[config.mk]
export PLATFORM = sky130hd
export DESIGN_NAME = thejesvinii_axi
export DESIGN_NICKNAME = d
export VERILOG_FILES = /design/src/rtl/thejesvinii_axi.sv
export SDC_FILE = /design/constraint.sdc
export NUM_CORES = 1
export LEC_CHECK = 0
export ABC_AREA = 1
export CORE_MARGIN = 5
export CORE_UTILIZATION = 49
export DETAILED_ROUTE_END_ITERATION = 6
export HOLD_SLACK_MARGIN = 0.1
export PLACE_DENSITY = 0.71
export SLEW_MARGIN = 40
export SYNTH_ARGS = -nofsm -noshare
export SYNTH_HDL_FRONTEND = slang
export SYNTH_SLANG_ARGS = --single-unit
[constraint.sdc]
create_clock -name clk -period 2.22 [get_ports clk]
set_input_delay 0.444 -clock clk [delete_from_list [all_inputs] [get_ports clk]]
set_output_delay 0.444 -clock clk [all_outputs]
set_load 0.01 [all_outputs]
[src/rtl/thejesvinii_axi.sv]
// thejesvinii_axi: AXI4-Lite-style slave, 16 x 4-bit register file,
// last read data shown as a hex digit on a 7-segment display.
//
// Ports:
//   clk      i  system clock, rising edge
//   rst_n    i  synchronous reset, ACTIVE-HIGH despite the name
//   ena      i  tile enable (unused, block always runs)
//   ui_in    i  [3:0] address, [7:4] write data
//   uio_in   i  [0] arvalid [1] rready [2] awvalid [3] wvalid
//   uio_out  o  [4] arready [5] rvalid [6] awready [7] wready
//   uio_oe   o  constant 8'hF0
//   uo_out   o  [6:0] segments {g..a} of rdata, [7] dp = 0

module thejesvinii_axi (
   input  logic       clk,
   input  logic       rst_n,
   input  logic       ena,
   input  logic [7:0] ui_in,
   input  logic [7:0] uio_in,
   output logic [7:0] uio_out,
   output logic [7:0] uio_oe,
   output logic [7:0] uo_out
);

   typedef enum logic {R_IDLE, R_DATA} rstate_e;

   rstate_e     rstate_q, rstate_d;
   logic [3:0]  mem_q [16];
   logic [3:0]  rdata_q, rdata_d;
   logic        arready_q, arready_d;
   logic        rvalid_q, rvalid_d;
   logic        wrdy_q, wrdy_d;
   logic [6:0]  seg;

   logic [3:0] addr;
   logic [3:0] wdata;
   logic       arvalid, rready, awvalid, wvalid;
   logic       wr_acc;
   logic       unused_ok;

   assign addr    = ui_in[3:0];
   assign wdata   = ui_in[7:4];
   assign arvalid = uio_in[0];
   assign rready  = uio_in[1];
   assign awvalid = uio_in[2];
   assign wvalid  = uio_in[3];

   assign unused_ok = &{1'b0, ena, uio_in[7:4]};

   // awready/wready share one register: they always pulse together,
   // and a pending pulse blocks acceptance of a back-to-back write.
   assign wr_acc = awvalid & wvalid & ~wrdy_q;
   assign wrdy_d = wr_acc;

   always_comb begin
      rstate_d  = rstate_q;
      rdata_d   = rdata_q;
      arready_d = 1'b0;
      rvalid_d  = rvalid_q;
      unique case (rstate_q)
         R_IDLE: begin
            if (arvalid) begin
               // mem_q is the pre-write value on a same-edge collision
               rdata_d   = mem_q[addr];
               arready_d = 1'b1;
               rvalid_d  = 1'b1;
               rstate_d  = R_DATA;
            end
         end
         R_DATA: begin
            if (rready) begin
               rvalid_d = 1'b0;
               rstate_d = R_IDLE;
            end
         end
         default: rstate_d = R_IDLE;
      endcase
   end

   always_ff @(posedge clk) begin
      if (rst_n) begin
         rstate_q  <= R_IDLE;
         rdata_q   <= '0;
         arready_q <= 1'b0;
         rvalid_q  <= 1'b0;
         wrdy_q    <= 1'b0;
      end else begin
         rstate_q  <= rstate_d;
         rdata_q   <= rdata_d;
         arready_q <= arready_d;
         rvalid_q  <= rvalid_d;
         wrdy_q    <= wrdy_d;
      end
   end

   always_ff @(posedge clk) begin
      if (rst_n) begin
         for (int i = 0; i < 16; i++) begin
            mem_q[i] <= '0;
         end
      end else if (wr_acc) begin
         mem_q[addr] <= wdata;
      end
   end

   always_comb begin
      seg = 7'h3F;
      unique case (rdata_q)
         4'h0: seg = 7'h3F;
         4'h1: seg = 7'h06;
         4'h2: seg = 7'h5B;
         4'h3: seg = 7'h4F;
         4'h4: seg = 7'h66;
         4'h5: seg = 7'h6D;
         4'h6: seg = 7'h7D;
         4'h7: seg = 7'h07;
         4'h8: seg = 7'h7F;
         4'h9: seg = 7'h6F;
         4'hA: seg = 7'h77;
         4'hB: seg = 7'h7C;
         4'hC: seg = 7'h39;
         4'hD: seg = 7'h5E;
         4'hE: seg = 7'h79;
         4'hF: seg = 7'h71;
         default: seg = 7'h3F;
      endcase
   end

   assign uo_out  = {1'b0, seg};
   assign uio_out = {wrdy_q, wrdy_q, rvalid_q, arready_q, 4'b0000};
   assign uio_oe  = 8'hF0;

endmodule

==> results_tabular.tex <==
\begin{tabular}{lr}
\hline
Metric & Value \\
\hline
\multicolumn{2}{l}{\textbf{Clock tree}} \\
\quad Clock tree from TritonCTS & yes \\
\quad Cell at the root of the clock tree & sky130\_fd\_sc\_hd\_\_clkbuf\_8 \\
\quad Post-CTS setup-driven buffer insertion count & 0 \\
\quad Worst-case clock buffer depth & 2 \\
\quad Clock network latency to the later pin of the worst-skew pair & around 0.34 ns \\
\quad Number of clock sinks & 72 \\
\quad Number of gates resized after cts & 7 \\
\quad Clock H-tree levels & 3 \\
\quad Total clock buffers created by CTS & 9 \\
\quad Hold Buf Count CTS & 0 \\
\quad Clk pin slew, worst setup/hold paths & roughly 0.08 ns \\
\multicolumn{2}{l}{\textbf{Power}} \\
\quad Part of the power in combinational logic & between 10\% and 20\% \\
\quad Power spent charging and discharging nets & $\sim$0.75 mW \\
\quad Clock group share of total power & between 30\% and 40\% \\
\quad Sequential power share & 52.8\% \\
\quad Total power divided by cell area & $\sim$670 mW/mm\^{}2 \\
\quad Leakage Power & 2.02 nW \\
\quad Power Internal & 2.19 mW \\
\quad Switch share & 25.5\% \\
\quad Highest ir drop seen on vdd & 0.000412 V \\
\multicolumn{2}{l}{\textbf{Final layout}} \\
\quad Layout Nets & 520 \\
\quad Number of inserted diodes & 0 \\
\quad Layout area overhead & 17.1\% \\
\quad Layout filler cell count & between 600 and 700 \\
\quad Area of all sequential standard cells & about 0.0021 sq mm \\
\quad Multi-input logic area & 0.00142 sq mm \\
\quad Post-Layout Cell Count & 601 \\
\quad Fraction of layout instances using a drive strength above 1 & 14.4\% \\
\multicolumn{2}{l}{\textbf{Routing}} \\
\quad Per-cell via count in the routed design & between 4 and 5 \\
\quad Post-Route WL & 7590 um \\
\quad Number of antenna-violating nets in the routed design & 0 \\
\quad 1st-iter DRT viols & 248 \\
\quad DRC Markers & 0 \\
\quad Pre-antenna DRT Iters & 5 \\
\quad Routed WL per cell & 12.6 um \\
\quad Vias after detailed routing & 2886 \\
\multicolumn{2}{l}{\textbf{Critical path}} \\
\quad Type of the setup path with the least slack & reg -> out \\
\quad Data required time of the critical path & 1.78 ns \\
\quad Type of origin of the critical path & register \\
\quad Worst-path maximum fanout & 5 \\
\quad Crit-path max cell delay & between 0.3 and 0.4 ns \\
\quad Arrival time of data at the critical path endpoint & 1.60 ns \\
\quad Worst path slowest cell & sky130\_fd\_sc\_hd\_\_dfxtp\_4 \\
\quad Setup crit end kind & primary output \\
\quad Cell breakdown of the critical path & inv\_2 -> ha\_1 -> a21oi\_1 -> inv\_1 -> o21ai\_0 -> dlygate4sd2\_1 \\
\multicolumn{2}{l}{\textbf{Timing}} \\
\quad Count of final hold-check violations & 0 \\
\quad Final Setup Violations & 0 \\
\quad Unrepaired setup endpoints after global routing & no \\
\quad Share of the clock period used by the worst path after layout & 92.1\% \\
\quad Min Tclk post-route & between 2 and 2.5 ns \\
\quad Count of pins over their slew limit & 0 \\
\quad Total Negative Setup Slacks & 0 ns \\
\quad Fmax & 489 MHz \\
\quad Worst setup skew after layout & 0.0134 ns \\
\multicolumn{2}{l}{\textbf{Global routing}} \\
\quad Global-route wire length before repair & 12800 um \\
\quad Tot GR Track Use & 16.9\% \\
\quad Aggregate global routing overflow & 0 \\
\quad Pin count of the biggest net entering global routing & 24 \\
\quad Antenna violations before repair & 0 \\
\quad Number of global-route vias before repair & approximately 2800 \\
\multicolumn{2}{l}{\textbf{Synth}} \\
\quad Post-synthesis area per instance & 8.41 sq um \\
\quad Proportion of synthesized flip-flops having asynchronous set or reset & 0\% \\
\quad Multiplexer share of the synthesized area & 0\% \\
\quad Area fraction in compound gates after synthesis & 1.93\% \\
\quad Count of flip-flops with a built-in enable after synthesis & 64 \\
\quad Post-Syn Area & 0.00376 sq mm \\
\quad Library cells used by synthesis & 22 \\
\quad Synth Instances & 447 \\
\quad Ys Warns & 0 \\
\quad Synthesized-area fraction occupied by and/or/nand/nor cells & 32.1\% \\
\quad Synth Area in XOR/XNOR & 0\% \\
\quad Number of synthesized register bits & 72 \\
\quad Most used DFF post-synth & sky130\_fd\_sc\_hd\_\_edfxtp\_1 \\
\quad Part of the Yosys area used for sequential elements & 55.4\% \\
\quad Combinational family with the most area after synthesis & simple AND/OR/NAND/NOR gates \\
\quad Fraction of the mapped netlist area in adder cells & 2.33\% \\
\multicolumn{2}{l}{\textbf{Die}} \\
\quad Initial Util & 49.4\% \\
\quad Floorplan die width & approximately 98 um \\
\quad Total number of placement rows & 32 \\
\quad Core Area & approximately 0.0076 sq mm \\
\quad Die Y-Extent & slightly below 100 um \\
\quad Count of pins on the block boundary & 43 \\
\quad Die Area & roughly 0.0095 sq mm \\
\multicolumn{2}{l}{\textbf{Place}} \\
\quad Number of I/O port buffers & 24 \\
\quad Post-detailed-placement half-perimeter wirelength & 5420 um \\
\quad Final weighted congestion of routability-driven global placement & $\sim$0.81 \\
\quad Placed Cells incl. Taps & 585 \\
\multicolumn{2}{l}{\textbf{Run status}} \\
\quad Run status & completed \\
\multicolumn{2}{l}{\textbf{Job}} \\
\quad Max cap viols & 0 \\
\multicolumn{2}{l}{\textbf{Min path}} \\
\quad Kind of path behind the tightest hold check & reg -> reg \\
\hline
\end{tabular}
## sequential cells by signal (all words and copies together), names as in the netlist
name	count
rdata_q	4
arready_q	1
rstate_q	1
rvalid_q	1
wrdy_q	1
mem_q	64
## layout make-up
class	count	share of cell area, %
Multi-Input combinational cell	331	32.1
Timing Repair Buffer	58	11.1
Clock buffer	10	2.90
Clock inverter	6	1.53
Tap cell	102	2.90
Sequential cell	72	47.4
Inverter	22	1.99
## stage by stage
stage	hold slack (ns)	power (mW)	setup slack, ns	area (sq um)	util (%)
final	0.481	2.94	0.175	4400	57.9
after global routing	0.526	3.09	0.0556	4400	57.9
after CTS	0.482	2.95	0.0108	4400	57.8
after detailed placement	0.471	1.97	0.103	4210	55.3
after global placement	0.461	1.97	0.0967	4210	55.3
after floorplan	0.442	1.84	0.646	3800	-
## power groups by stage
| stage | clock [mW] | combinational, mW | sequential (mW) |
|---|---|---|---|
| final | 1.02 | 0.375 | 1.55 |
| after global routing | 1.10 | 0.424 | 1.56 |
| after CTS | 1.02 | 0.379 | 1.55 |
| after detailed placement | 0 | 0.389 | 1.58 |
| after global placement | 0 | 0.384 | 1.58 |
| after floorplan | 0 | 0.258 | 1.58 |
## logic make-up (layout without fill, tap and decap cells)
family / count (synthesis) / after routing
simple gates: 297 / 297
flops: 72 / 72
buf+inv: 55 / 96
compound gates: 14 / 14
fa+ha+maj: 7 / 7
other cells: 2 / 13
## metal layers
metal / part of all wire, % / track usage, % / routed length [um] / up-vias
li1: - / - / - / 1483
met1: 43 / 21.4 / 3260 / 1294
met2: 49 / 29.2 / 3700 / 95
met3: 6.6 / 2.87 / 502 / 14
met4: 1.6 / 5.75 / 120 / 0
met5: 0 / 0 / 0 / -
## critical path, delay by kind of cell (launching register included)
family,cells,cell delay (ns)
adder cells (fa/ha/maj),1,0.28
flip-flops,1,0.38
buffers and inverters,3,0.41
AO/OA/AOI/OAI,2,0.20
## path summary, 6_finish.rpt
| kind | slack, ns | end | from | depth (start not counted) |
|---|---|---|---|---|
| worst min register to register | 0.48 | arready_q$_SDFF_PP0_ | rstate_q$_SDFF_PP0_ | 1 |
| worst max register to register | 0.67 | mem_q[14][2]$_SDFFCE_PN0P_ | wrdy_q$_SDFF_PP0_ | 5 |
| worst max-delay path | 0.18 | uo_out[1] | rdata_q[0]$_SDFFE_PP0P_ | 6 |
| worst min-delay path | 0.48 | arready_q$_SDFF_PP0_ | rstate_q$_SDFF_PP0_ | 1 |
## synthesized netlist by cell type (2+ instances only)
master	number	share of area, %
sky130_fd_sc_hd__a21oi_1	2	0.27
sky130_fd_sc_hd__a31oi_1	2	0.33
sky130_fd_sc_hd__buf_2	5	0.67
sky130_fd_sc_hd__buf_4	21	4.2
sky130_fd_sc_hd__clkbuf_1	6	0.60
sky130_fd_sc_hd__conb_1	2	0.20
sky130_fd_sc_hd__dfxtp_1	8	4.3
sky130_fd_sc_hd__edfxtp_1	64	51
sky130_fd_sc_hd__ha_1	7	2.3
sky130_fd_sc_hd__inv_1	18	1.8
sky130_fd_sc_hd__inv_2	3	0.30
sky130_fd_sc_hd__nand2_1	183	18
sky130_fd_sc_hd__nand2_2	8	1.3
sky130_fd_sc_hd__nand3_1	17	2.3
sky130_fd_sc_hd__nor2_1	82	8.2
sky130_fd_sc_hd__nor2_2	2	0.33
sky130_fd_sc_hd__nor3_4	3	1.3
sky130_fd_sc_hd__o21ai_0	10	1.3
## cell usage in the layout, fill, tap and decap left out, drive strengths merged
cell type and instances:
ha 7, clkdlybuf4s50 17, nand3 18, clkinv 1, edfxtp 64, nand2 191, dlymetal6s2s 2, buf 34
dfxtp 8, nor3 4, inv 24, conb 13, a21oi 2, a31oi 2, nor2 84, clkbuf 11
o21ai 10, bufinv 1, clkinvlp 2, dlygate4sd2 4
No activity file was read; power rests on OpenSTA's default activity.
